==> src/rtl/miner_pkg.sv <==
// miner_pkg: constants and FSM state type shared by the header feeder blocks
//   HDR_WORDS  : words per block header (80 bytes)
//   START_CODE : code presented to the hashing core once a header is complete
//   state_e    : header feeder FSM states
package miner_pkg;
  localparam int HDR_WORDS = 20;
  localparam logic [3:0] START_CODE = 4'hA;
  typedef enum logic [2:0] {IDLE, ISSUE, STREAM, DRAIN, START, ERROR} state_e;
endpackage

==> src/rtl/header_feeder_if.sv <==
// header_feeder_if: read-master command and show-ahead FIFO signals
//   master : feeder side (drives rd_go/rd_base/rd_length/rd_buffer)
//   slave  : read-master side (drives rd_done/rd_data/rd_data_available)
interface header_feeder_if #(
  parameter int ADDRESSWIDTH = 28,
  parameter int DATAWIDTH = 32
);
  logic rd_fixed_location;
  logic [ADDRESSWIDTH-1:0] rd_base;
  logic [ADDRESSWIDTH-1:0] rd_length;
  logic rd_go;
  logic rd_done;
  logic rd_buffer;
  logic [DATAWIDTH-1:0] rd_data;
  logic rd_data_available;
  modport master(
    output rd_fixed_location, rd_base, rd_length, rd_go, rd_buffer,
    input rd_done, rd_data, rd_data_available
  );
  modport slave(
    input rd_fixed_location, rd_base, rd_length, rd_go, rd_buffer,
    output rd_done, rd_data, rd_data_available
  );
endinterface

==> src/rtl/idle_watchdog.sv <==
// idle_watchdog: counts enabled cycles and flags when the count reaches WDOG_MAX
//   clk, reset : clock, synchronous active-high reset
//   clear      : restart the count from zero (wins over enable)
//   enable     : count this cycle
//   expired    : count has reached WDOG_MAX (count holds there)
module idle_watchdog #(
  parameter int WDOG_MAX = 65535
) (
  input  logic clk,
  input  logic reset,
  input  logic clear,
  input  logic enable,
  output logic expired
);
  logic [15:0] cnt_q;
  assign expired = cnt_q == 16'(WDOG_MAX);
  always_ff @(posedge clk) begin
    if (reset || clear) cnt_q <= '0;
    else if (enable && !expired) cnt_q <= cnt_q + 16'd1;
  end
endmodule

==> src/rtl/header_feeder.sv <==
// header_feeder: fetches one block header through a read master and streams it to the hashing core
//   clk, reset        : clock, synchronous active-high reset
//   cmd_go, cmd_base  : one-cycle fetch request and header byte address
//   busy, done, err   : activity, completion pulse, sticky error
//   rd                : read-master command and show-ahead FIFO (master side)
//   core_out, shift_out_enable, start_out, word_count : hashing-core feed
module header_feeder #(
  parameter int ADDRESSWIDTH = 28,
  parameter int DATAWIDTH = 32,
  parameter int HDR_WORDS = miner_pkg::HDR_WORDS,
  parameter int WDOG_MAX = 65535
) (
  input  logic clk,
  input  logic reset,
  input  logic cmd_go,
  input  logic [ADDRESSWIDTH-1:0] cmd_base,
  output logic busy,
  output logic done,
  output logic err,
  header_feeder_if.master rd,
  output logic [DATAWIDTH-1:0] core_out,
  output logic shift_out_enable,
  output logic [3:0] start_out,
  output logic [4:0] word_count
);
  import miner_pkg::*;
  localparam logic [4:0] LAST = 5'(HDR_WORDS - 1);
  state_e state_q, state_d;
  logic [ADDRESSWIDTH-1:0] base_q, len_q;
  logic [DATAWIDTH-1:0] core_q;
  logic shift_q, err_q, pop, short_rd, expired, accept;
  logic [4:0] wc_q;
  assign accept = state_q == IDLE && cmd_go;
  // combinational strobes are gated by reset so they drop in the reset cycle itself
  assign pop = !reset && state_q == STREAM && rd.rd_data_available && 32'(wc_q) < HDR_WORDS;
  assign short_rd = state_q == STREAM && !pop && rd.rd_done && !rd.rd_data_available;
  always_comb begin
    state_d = state_q;
    case (state_q)
      IDLE:    state_d = cmd_go ? ISSUE : IDLE;
      ISSUE:   state_d = STREAM;
      STREAM:  state_d = (pop && wc_q == LAST) ? DRAIN : (short_rd || expired) ? ERROR : STREAM;
      DRAIN:   state_d = rd.rd_done ? START : DRAIN;
      default: state_d = IDLE;
    endcase
  end
  always_ff @(posedge clk) begin
    if (reset) begin
      state_q <= IDLE;
      base_q <= '0;
      len_q <= '0;
      core_q <= '0;
      shift_q <= 1'b0;
      err_q <= 1'b0;
      wc_q <= '0;
    end else begin
      state_q <= state_d;
      shift_q <= pop;
      if (pop) begin
        core_q <= rd.rd_data;
        wc_q <= wc_q + 5'd1;
      end
      if (accept) begin
        base_q <= cmd_base;
        len_q <= ADDRESSWIDTH'(HDR_WORDS * 4);
        err_q <= 1'b0;
        wc_q <= '0;
      end
      if (state_q == STREAM && state_d == ERROR) err_q <= 1'b1;
    end
  end
  // a pop or leaving STREAM restarts the idle count
  idle_watchdog #(.WDOG_MAX(WDOG_MAX)) u_wdog (
    .clk(clk),
    .reset(reset),
    .clear(state_q != STREAM || pop),
    .enable(state_q == STREAM && !pop),
    .expired(expired)
  );
  assign busy = !reset && state_q != IDLE;
  assign done = !reset && state_q == START;
  assign err = err_q;
  assign start_out = done ? START_CODE : 4'h0;
  assign rd.rd_fixed_location = 1'b0;
  assign rd.rd_base = base_q;
  assign rd.rd_length = len_q;
  assign rd.rd_go = !reset && state_q == ISSUE;
  assign rd.rd_buffer = pop;
  assign core_out = core_q;
  assign shift_out_enable = shift_q;
  assign word_count = wc_q;
endmodule

==> src/flat_wrapper.sv <==
// flat-port wrapper written by rule: the top's interface ports become plain ports
module header_feeder_flat import miner_pkg::*;
#(
  parameter int ADDRESSWIDTH = 28,
  parameter int DATAWIDTH = 32,
  parameter int HDR_WORDS = miner_pkg::HDR_WORDS,
  parameter int WDOG_MAX = 65535
)
  (clk, reset, cmd_go, cmd_base, busy, done, err, core_out, shift_out_enable, start_out, word_count, rd_rd_fixed_location, rd_rd_base, rd_rd_length, rd_rd_go, rd_rd_buffer, rd_rd_done, rd_rd_data, rd_rd_data_available);
  header_feeder_if #(.ADDRESSWIDTH(ADDRESSWIDTH), .DATAWIDTH(DATAWIDTH)) rd_i ();
  input  logic clk;
  input  logic reset;
  input  logic cmd_go;
  input  logic [ADDRESSWIDTH-1:0] cmd_base;
  output logic busy;
  output logic done;
  output logic err;
  output logic [DATAWIDTH-1:0] core_out;
  output logic shift_out_enable;
  output logic [3:0] start_out;
  output logic [4:0] word_count;
  output wire logic [$bits(rd_i.rd_fixed_location)-1:0] rd_rd_fixed_location;
  output wire logic [$bits(rd_i.rd_base)-1:0] rd_rd_base;
  output wire logic [$bits(rd_i.rd_length)-1:0] rd_rd_length;
  output wire logic [$bits(rd_i.rd_go)-1:0] rd_rd_go;
  output wire logic [$bits(rd_i.rd_buffer)-1:0] rd_rd_buffer;
  input wire logic [$bits(rd_i.rd_done)-1:0] rd_rd_done;
  input wire logic [$bits(rd_i.rd_data)-1:0] rd_rd_data;
  input wire logic [$bits(rd_i.rd_data_available)-1:0] rd_rd_data_available;
  assign rd_rd_fixed_location = rd_i.rd_fixed_location;
  assign rd_rd_base = rd_i.rd_base;
  assign rd_rd_length = rd_i.rd_length;
  assign rd_rd_go = rd_i.rd_go;
  assign rd_rd_buffer = rd_i.rd_buffer;
  assign rd_i.rd_done = rd_rd_done;
  assign rd_i.rd_data = rd_rd_data;
  assign rd_i.rd_data_available = rd_rd_data_available;
  header_feeder #(.ADDRESSWIDTH(ADDRESSWIDTH), .DATAWIDTH(DATAWIDTH), .HDR_WORDS(HDR_WORDS), .WDOG_MAX(WDOG_MAX)) u_core (.clk(clk), .reset(reset), .cmd_go(cmd_go), .cmd_base(cmd_base), .busy(busy), .done(done), .err(err), .rd(rd_i), .core_out(core_out), .shift_out_enable(shift_out_enable), .start_out(start_out), .word_count(word_count));
endmodule
==> config.mk <==
export PLATFORM = sky130hd
export DESIGN_NAME = header_feeder_flat
export DESIGN_NICKNAME = d
export VERILOG_FILES = /design/src/rtl/miner_pkg.sv /design/src/rtl/header_feeder_if.sv /design/src/rtl/idle_watchdog.sv /design/src/rtl/header_feeder.sv /design/src/flat_wrapper.sv
export SDC_FILE = /design/constraint.sdc
export NUM_CORES = 1
export LEC_CHECK = 0
export BUFFER_PORTS_ARGS = -buffer_cell sky130_fd_sc_hd__buf_2
export CORE_MARGIN = 3
export CORE_UTILIZATION = 47
export DETAILED_ROUTE_END_ITERATION = 8
export PLACE_DENSITY = 0.81
export SLEW_MARGIN = 30
export SYNTH_ARGS = -nofsm -noshare
export SYNTH_HDL_FRONTEND = slang
export SYNTH_SLANG_ARGS = --single-unit
==> constraint.sdc <==
create_clock -name clk -period 2.4 [get_ports clk]
set_clock_uncertainty 0.15 [all_clocks]
set_input_delay 0.24 -clock clk [delete_from_list [all_inputs] [get_ports clk]]
set_output_delay 0.24 -clock clk [all_outputs]
set_load 0.01 [all_outputs]
==> key figures <==
Power and ir drop
  – Sw Share: 0.273
  – Power per unit of standard cell area: 567 mW/mm2
  – Portion of total power attributed to combinational logic: 0.151
  – Clk network pwr share: 0.322
  – Sequential power share: 0.527
  – Leakage power figure: 2.44 nW
  – Power Internal: 2.12 mW
  – Psw: 0.798 mW
  – Peak ir drop on the vdd network: 0.379 mV

Logic synthesis
  – Post-Syn Area: 0.00371 mm2
  – Post-synthesis share of cell area spent on and, or, nand and nor gates: 0.307
  – Average cell area after synthesis: 8.14 um2
  – Cell types with the largest area share after synthesis: sky130_fd_sc_hd__dfxtp_1, sky130_fd_sc_hd__nand2_1, sky130_fd_sc_hd__buf_4
  – Biggest area consumer among synthesized cells: sky130_fd_sc_hd__dfxtp_1
  – Sequential element share of the synthesized area: 0.469
  – Share of the synthesized area in the top cell type: 0.469
  – FF+latch count, synth: 87
  – Number of warnings printed during yosys synthesis: 0
  – Post-synthesis xor/xnor area fraction: 0.0118
  – Combinational family with the most area after synthesis: simple AND/OR/NAND/NOR gates
  – Share of the synthesized area in compound gates (AO/OA/AOI/OAI): 0.0991
  – Most common flop cell mapped by yosys: sky130_fd_sc_hd__dfxtp_1
  – Synthesized instance count: 456
  – Area share of fa/ha/maj cells after synthesis: 0.00674
  – Unique cell type count in the Yosys netlist: 43
  – Ys async rst share: 0
  – Number of synthesized flops with an enable pin: 0
  – Multiplexer area fraction after synthesis: 0.00539

Die
  – I/O Pins: 169
  – Overall die width: 94.9 um
  – Floorplan core area: 0.00745 mm2
  – Die Footprint: 0.00900 mm2
  – Core Rows: 31
  – Initial Util: 0.499
  – Overall die height: 94.9 um

Setup path
  – WP data required: 2.53 ns
  – Crit end category: register
  – Reg-to-reg startpoint: u_core.state_q[1]
  – Cell with the biggest individual delay on the critical path: sky130_fd_sc_hd__or4_1
  – Critical Path Fanout Max: 12
  – CP Launch Type: register
  – CP Data Arrival Time: 2.33 ns
  – Type of the worst setup path: reg2reg
  – CP max stage delay: 0.50 ns
  – CP Launch Point: u_core.state_q[1]
  – Ordered list of cells on the worst path: or3b_4 > a211o_1 > or4_1 > a21oi_1

Drt
  – Post-route DRC: 0
  – Via density: 5.04
  – Detailed-routing iteration count for the pre-antenna-repair pass: 5
  – Total routed wirelength: 10,400 um
  – Residual antenna-violating net count after detailed routing: 0
  – Post-detailed-route wirelength per cell: 13.8 um
  – Total via count in the routed design: 3,791
  – Initial DRC Count: 193

Run status
  – Result of the run: complete, no violations

Clock tree
  – Clock latency at the later pin of the worst-skew pair: 0.35 ns
  – Clock tree sinks: 87
  – Worst-path clk slew: 0.09 ns
  – Depth of the CTS H-tree: 3
  – Number of setup buffers added after CTS: 0
  – Number of buffers created by CTS: 9
  – Clock tree from TritonCTS: built
  – Clk Tree Root Cell: sky130_fd_sc_hd__clkbuf_8
  – Max clock buf depth: 2

STA
  – Final number of hold-violating endpoints: 0
  – Share of the clock period used by the worst path after layout: 0.916
  – Count of endpoints failing setup in the final report: 0
  – Unrepaired setup endpoints after global routing: false
  – Least-Margin Pin Slew: 0.650 ns
  – Upper clock frequency limit: 0.455 GHz
  – TNS Setup: 0 ns
  – Final-report max-slew violation count: 0
  – Relative slew slack: 0.561
  – Shortest clock period the worst path allows after layout: 2.20 ns

Layout
  – Fraction of layout cells with a size suffix above 1: 0.263
  – Design area: 0.00515 mm2
  – Area growth from synthesis to final layout: 38.7%
  – Diodes inserted: 0
  – Post-layout net count: 715

Global routing
  – Largest net degree at the start of global routing: 38
  – Total congestion overflow: 0
  – Antenna violations before repair: 0
  – Number of global-route vias before repair: 3,653
  – Overall routing resource usage: 0.232
  – First-pass GRT wire length: 16,500 um

Placement
  – Number of port buffers: 139
  – Placed cell areas: 0.00437 mm2
  – Final weighted congestion in routability-driven placement: 0.828
  – Half-perimeter wire length after detailed placement: 6570 um

Min path
  – Worst Hold Launch: rd_rd_done
  – Worst min-delay path category: in2reg

Job
  – Max-cap viol count: 0
## area by class of cell
type / instances / area (um2)
clock buffers: 10 / 138
clock inverters: 6 / 45.0
fillers: 567 / 2300
inverters: 3 / 12.5
multi-input cells: 336 / 1700
flip-flops and latches: 87 / 1740
well taps: 99 / 124
repair buffers: 211 / 1390
## routing by layer
| metal | global-route usage | part of all wire | vias up |
|---|---|---|---|
| met5 | 0 | 0 | - |
| met4 | 0.109 | 0.025 | 0 |
| met1 | 0.267 | 0.40 | 1727 |
| li1 | - | - | 1857 |
| met2 | 0.395 | 0.50 | 178 |
| met3 | 0.0661 | 0.083 | 29 |
## cells in the final DEF, fill, tap and decap left out, types with 8 or more instances in the layout
master and instances:
sky130_fd_sc_hd__buf_4 12, sky130_fd_sc_hd__nor2_1 17, sky130_fd_sc_hd__nand2_1 139, sky130_fd_sc_hd__clkbuf_8 10, sky130_fd_sc_hd__a21oi_1 42, sky130_fd_sc_hd__dlygate4sd3_1 60, sky130_fd_sc_hd__conb_1 29, sky130_fd_sc_hd__nand3b_1 32
sky130_fd_sc_hd__or4_1 8, sky130_fd_sc_hd__dfxtp_1 87, sky130_fd_sc_hd__buf_2 139, sky130_fd_sc_hd__nand4_1 8, sky130_fd_sc_hd__o31ai_1 8
## sequential cells by signal (all words and copies together), names as in the netlist
signal,count
u_core.state_q,3
u_core.word_count,5
u_core.err,1
u_core.rd.rd_base,28
u_core.u_wdog.cnt_q,16
u_core.core_out,32
u_core.rd.rd_length,1
u_core.shift_out_enable,1
## cell families after synthesis
group,count (synthesis)
and+or+nand+nor,235
DFF,87
AOI/OAI and AO/OA,63
buffers and inverters,61
xor gates and xnor gates,5
adders and majority gates,2
muxes,2
other,1
## synthesized netlist by cell type (4+ instances only)
library cell,count
sky130_fd_sc_hd__a21oi_1,42
sky130_fd_sc_hd__buf_2,4
sky130_fd_sc_hd__buf_4,33
sky130_fd_sc_hd__clkbuf_1,19
sky130_fd_sc_hd__dfxtp_1,87
sky130_fd_sc_hd__nand2_1,139
sky130_fd_sc_hd__nand3_1,7
sky130_fd_sc_hd__nand3b_1,32
sky130_fd_sc_hd__nand4_1,8
sky130_fd_sc_hd__nor2_1,17
sky130_fd_sc_hd__o31ai_1,8
sky130_fd_sc_hd__or4_1,8
## repair_timing
action | CTS | global route
setup endpoints to repair | 0 | 1
gates resized for setup | 0 | 1
hold buffers | 60 | 0
hold endpoints to repair | 60 | 0
## power by group through the flow
stage | Sequential (mW) | Clock (mW) | Combinational (mW)
after floorplan | 1.59 | 0 | 0.218
after global placement | 1.57 | 0 | 0.350
after detailed placement | 1.57 | 0 | 0.356
after CTS | 1.54 | 0.974 | 0.433
after global routing | 1.55 | 1.03 | 0.486
final | 1.54 | 0.943 | 0.440
## stage by stage
stage / worst slack (ns) / utilization / hold WS, ns / instances / power, mW
final: 0.202 / 0.692 / 0.0333 / 752 / 2.92
after detailed placement: 0.252 / 0.586 / 0.276 / 676 / 1.93
after global placement: 0.330 / 0.586 / 0.273 / 676 / 1.92
after floorplan: 0.392 / - / 0.189 / 484 / 1.81
after global routing: 0.0452 / 0.692 / 0.0462 / 752 / 3.06
after CTS: 0.121 / 0.692 / 0.0113 / 752 / 2.95
## final timing paths
kind | to | slack, ns | depth (start not counted)
setup reg to reg | u_core.u_wdog.cnt_q[9] | 0.20 | 4
hold / removal | u_core.state_q[2] | 0.03 | 3
hold reg to reg | u_core.rd.rd_base[12] | 0.30 | 2
setup / recovery | u_core.u_wdog.cnt_q[9] | 0.20 | 4
## critical path: cells and delay by family (launching register included)
family / cells / cell delay, ns
AND/OR/NAND/NOR: 2 / 0.95
AO/OA/AOI/OAI: 2 / 0.54
flip-flops: 1 / 0.48
(Power assumes the default switching activity.)
